===== src/rtl/card_dealer.sv =====
// Shared card dealer for the blackjack table.
// Round-robin shoe arbiter with card handshake and table statistics.
module card_dealer #(
  parameter int NUM_PLAYERS = 4,
  parameter int CNT_W       = 8
) (
  input  logic                   clock,
  input  logic                   reset_n,
  input  logic [NUM_PLAYERS-1:0] request_card,
  input  logic [NUM_PLAYERS-1:0] win,
  input  logic [NUM_PLAYERS-1:0] lost,
  output logic [NUM_PLAYERS-1:0] card_rdy,
  output logic [3:0]             card_value,
  input  logic                   shoe_valid,
  input  logic [3:0]             shoe_card,
  output logic                   shoe_pop,
  output logic [2:0]             grant_id,
  output logic                   busy,
  output logic [CNT_W-1:0]       hands_won,
  output logic [CNT_W-1:0]       hands_lost,
  output logic [CNT_W-1:0]       bad_cards
);

  localparam int IW = (NUM_PLAYERS > 4) ? 3 :
                      (NUM_PLAYERS > 2) ? 2 : 1;

  typedef enum logic [1:0] {
    IDLE,
    FETCH,
    DEAL,
    ACK
  } state_e;

  state_e                 state_q;
  logic [NUM_PLAYERS-1:0] rdy_q;
  logic [3:0]             value_q;
  logic [2:0]             grant_q;
  logic [IW-1:0]          last_q;
  logic                   busy_q;
  logic [CNT_W-1:0]       won_q;
  logic [CNT_W-1:0]       lost_q;
  logic [CNT_W-1:0]       bad_q;

  logic [IW-1:0]          gidx;
  logic [IW-1:0]          pick_id;
  logic [IW:0]            idx;
  logic                   pick_vld;
  logic                   card_ok;

  function automatic logic [CNT_W-1:0] sat_inc(
    input logic [CNT_W-1:0] v
  );
    return (&v) ? v : v + 1'b1;
  endfunction

  assign gidx    = grant_q[IW-1:0];
  assign card_ok = (shoe_card != 4'd0) &&
                   (shoe_card <= 4'd10);

  // The pop is the only output allowed to follow shoe_valid directly;
  // a withdrawn request suppresses it.
  assign shoe_pop = (state_q == FETCH) &&
                    request_card[gidx] &&
                    shoe_valid;

  assign card_rdy   = rdy_q;
  assign card_value = value_q;
  assign grant_id   = grant_q;
  assign busy       = busy_q;
  assign hands_won  = won_q;
  assign hands_lost = lost_q;
  assign bad_cards  = bad_q;

  // Round-robin pick, starting one past the last granted player.
  always_comb begin
    pick_vld = 1'b0;
    pick_id  = '0;
    idx      = '0;
    for (int i = 1; i <= NUM_PLAYERS; i++) begin
      idx = {1'b0, last_q} + (IW+1)'(i);
      if (idx >= (IW+1)'(NUM_PLAYERS))
        idx = idx - (IW+1)'(NUM_PLAYERS);
      if (!pick_vld && request_card[idx[IW-1:0]]) begin
        pick_vld = 1'b1;
        pick_id  = idx[IW-1:0];
      end
    end
  end

  // Dealer FSM with registered outputs and statistics.
  always_ff @(posedge clock or negedge reset_n) begin
    if (!reset_n) begin
      state_q <= IDLE;
      rdy_q   <= '0;
      value_q <= '0;
      grant_q <= '0;
      last_q  <= IW'(NUM_PLAYERS-1);
      busy_q  <= 1'b0;
      won_q   <= '0;
      lost_q  <= '0;
      bad_q   <= '0;
    end else begin
      case (state_q)
        IDLE: begin
          if (pick_vld) begin
            grant_q <= 3'(pick_id);
            last_q  <= pick_id;
            busy_q  <= 1'b1;
            if (win[pick_id] || lost[pick_id]) begin
              state_q <= ACK;
              rdy_q   <= NUM_PLAYERS'(1) << pick_id;
              if (lost[pick_id])
                lost_q <= sat_inc(lost_q);
              else
                won_q <= sat_inc(won_q);
            end else begin
              state_q <= FETCH;
            end
          end
        end
        FETCH: begin
          if (!request_card[gidx]) begin
            state_q <= IDLE;
            busy_q  <= 1'b0;
          end else if (shoe_valid) begin
            if (card_ok) begin
              value_q <= shoe_card;
              rdy_q   <= NUM_PLAYERS'(1) << gidx;
              state_q <= DEAL;
            end else begin
              bad_q <= sat_inc(bad_q);
            end
          end
        end
        DEAL: begin
          if (!request_card[gidx]) begin
            rdy_q   <= '0;
            state_q <= IDLE;
            busy_q  <= 1'b0;
          end
        end
        ACK: begin
          if (!win[gidx] && !lost[gidx]) begin
            rdy_q   <= '0;
            state_q <= IDLE;
            busy_q  <= 1'b0;
          end
        end
        default: begin
          rdy_q   <= '0;
          state_q <= IDLE;
          busy_q  <= 1'b0;
        end
      endcase
    end
  end

endmodule


===== config.mk =====
export PLATFORM = sky130hd
export DESIGN_NAME = card_dealer
export DESIGN_NICKNAME = d
export VERILOG_FILES = /design/src/rtl/card_dealer.sv
export SDC_FILE = /design/constraint.sdc
export NUM_CORES = 1
export LEC_CHECK = 0
export ABC_AREA = 1
export ABC_CLOCK_PERIOD_IN_PS = 5000
export CORE_ASPECT_RATIO = 0.6
export CORE_UTILIZATION = 54
export CTS_CLUSTER_DIAMETER = 60
export DETAILED_ROUTE_END_ITERATION = 7
export GPL_TIMING_DRIVEN = 0
export MAX_ROUTING_LAYER = met4
export PLACE_DENSITY = 0.92
export SLEW_MARGIN = 20
export SYNTH_ARGS = -nofsm -noshare
export SYNTH_HDL_FRONTEND = slang
export SYNTH_SLANG_ARGS = --single-unit
export TNS_END_PERCENT = 50

===== constraint.sdc =====
create_clock -name clock -period 5 [get_ports clock]
set_input_delay 0.5 -clock clock [delete_from_list [all_inputs] [get_ports clock]]
set_output_delay 0.5 -clock clock [all_outputs]
set_load 0.01 [all_outputs]

==> flow_summary.ini <==
[outcome]
status = finished, final reports clean

[setup_path]
reg2reg_depth = 15
required_ps = 4500
reg2reg_from = last_q[0]$_DFFE_PN1P_
rrSetupSlack_ps = 2650
r2r-end = hands_won[6]$_DFFE_PN0P_
cp_max_fo = 3
worst-setup-path-type = in2out
path_cells = clkdlybuf4s50_1 -> inv_1 -> o21ai_0 -> nand2_1 -> nor2_1 -> inv_1 -> nor2_1 -> clkdlybuf4s50_1
endpoint_kind = output pin
arrival_ps = 2210
path_buf_inv = 4
critical-path-slowest-cell = clkdlybuf4s50_1
start_kind = input port
slowest_delay_ps = 570
critical_path.top_delay_family = buffers and inverters

[detailed_routing]
vias = 2304
maxUsedRoutingLayer = met4
wl_met1_mm = 2.82
drcViolationCount = 0
firstDrtPassIters = 4
drt_wl_total_mm = 5.73
met3_length_um = 363
wl_met2_mm = 2.51
ant_nets = 0
viasPerCell = 5.25
drtIter0Drc = 135
avgRoutedWirePerCell_um = 13.0

[timing]
fmax_mhz = 369
holdWs_ps = 49.0
tightest_slew_ps = 652
skew_ps = 4.71
hold_viol = 0
min_period_ps = 2710
rsz0062_at_grt = false
finalSetupViolCount = 0
setup_tns_ps = 0
slew_headroom = 0.562
final_max_slew_viol_count = 0
finalCritPeriodShare = 0.542

[power_and_ir_drop]
cellLeakagePower_nw = 1.53
p_per_area_nw_per_um2 = 663
power_w = 0.00219
ir_worst_vdd_mv = 0.308

[layout]
num-nets-final = 403
diodes = 0
layoutNonFillerInstCount = 439
syn2layout_area_growth_pct = 27.9
drive_above_1_share = 0.173

[logic_synthesis]
postSynthCellCount = 314
synth_most_common_cell = nand2_1
synth_top_cell_by_area = dfrtp_1
synth_common_cells = 67 x nand2_1, 37 x dfrtp_1, 31 x inv_1, 23 x nand3_1, 23 x nor2_1
ys_ff_latch = 39
synth_area_per_cell_um2 = 8.24
syn_area_um2 = 2590
syn_nets = 341
yosysTopAreaCellShare = 0.358
synth_cell_type_count = 37
synth-edff-count = 0
yosysWarnings = 0
async_reset_ff_frac = 1.00
synth_ff_type = dfrtp_1
synth_seq_area_share = 0.378
netlist_top_cells_area = dfrtp_1 36%, nand2_1 9.7%, inv_1 4.5%

[cts]
clock_latency_ps = 280
ctsHoldBuffers = 0
cts_resized = 0
htreeDepth = 2
cts_setup_buffers = 0
cts_buffer_depth = 2
clockRootBuffer = clkbuf_8
cts.sinks = 39
cts_buffers = 5
clkTransAtPathRegs_ps = 70
cts_tree = built

[run]
maxCapViolations = 0

[floorplanning]
die_h_um = 55.6
initial_core_util = 0.564
fp-row-count = 19
die_area_um2 = 5080
core_um2 = 4590
ioPinCount = 56
dieWidth_um = 91.4

[global_route]
grt_pass1_wl_mm = 10.2
overflow = 0
track_usage = 0.258
grt_max_degree = 34
grt_pass1_vias = 2205
antenna_found_initial = 0

[hold_path]
min_path_type = in2async

[place]
io_buffers = 54
gp_congestion = 0.827
dpl.hpwl_mm = 4.47
place_inst = 432
[cell families (layout without fill, tap and decap cells)]
kind of cell               after synthesis  count (layout)  synth area share
and+or+nand+nor                        163             163             0.338
AOI/OAI and AO/OA                       41              41            0.0953
buffers and inverters                   41             103            0.0749
DFF                                     39              39             0.378
xor gates and xnor gates                18              18            0.0609
adders and majority gates                8               8            0.0387
muxes                                    3               3            0.0131
other                                    1               1           0.00145
[worst max-delay path by stage]
stage                     slack (ps)             startpoint  cells after the start                        to
after global placement          2280        request_card[2]                      8                  shoe_pop
after CTS                       2290        request_card[0]                      8                  shoe_pop
after floorplan                 2970  last_q[0]$_DFFE_PN1P_                     17  hands_won[6]$_DFFE_PN0P_
after detailed placement        2280        request_card[0]                      8                  shoe_pop
after global routing            2110        request_card[2]                      8                  shoe_pop
final                           2290        request_card[0]                      8                  shoe_pop
[state kept, by name (all words and copies together), names as in the netlist, 2 cells and up]
signal and cells:
bad_cards 8, hands_lost 8, hands_won 8, card_rdy 4
card_value 4, grant_id 2, last_q 2, state_q 2
[final cells by class]
cell class | count | area (µm²)
buffer | 5 | 51.3
clock inverter | 1 | 5.00
fill | 357 | 1280
multi-input combinational | 234 | 1420
sequential | 39 | 978
clock buffer | 6 | 82.6
timing repair buffer | 55 | 556
inverter | 36 | 143
tap | 63 | 78.8
[through the flow]
step | util | setup WS, ps | area [µm²]
floorplan | - | 2970 | 2590
global placement | 0.699 | 2280 | 3210
detailed placement | 0.702 | 2280 | 3220
CTS | 0.721 | 2290 | 3310
global route | 0.721 | 2110 | 3310
finish | 0.721 | 2290 | 3310
[placed cells by master (no fill, tap or decap), types with 2 or more instances in the layout]
cell	Yosys	layout
inv_2	4	4
nand4_1	7	7
mux2_2	3	3
nand3_4	5	5
ha_1	8	8
a31oi_1	2	2
nand2_2	16	16
inv_1	31	31
clkbuf_8	0	6
nor3_1	6	6
a22oi_1	2	2
nand3_1	23	23
buf_12	1	2
dfrtp_1	37	37
o21ai_0	13	13
a21oi_1	9	9
xnor2_1	10	10
nand2_4	7	7
nand2_1	67	67
xor2_1	8	8
clkdlybuf4s50_1	0	53
nor2_1	23	23
nand3_2	4	4
o21ai_2	7	7
buf_4	2	2
buf_2	1	2
dfstp_2	2	2
o21ai_1	5	5
[power by group]
part           switching [W]  total (W)  internal, W
Clock               0.000104   0.000212     0.000108
Sequential         0.0000927   0.000518     0.000425
Combinational       0.000889    0.00146     0.000574
[layer usage]
layer  track usage  up-vias
li1              -     1151
met1         0.357     1073
met2         0.394       76
met3        0.0724        4
met4        0.0317        0
met5             -        -
(Power assumes the default switching activity.)
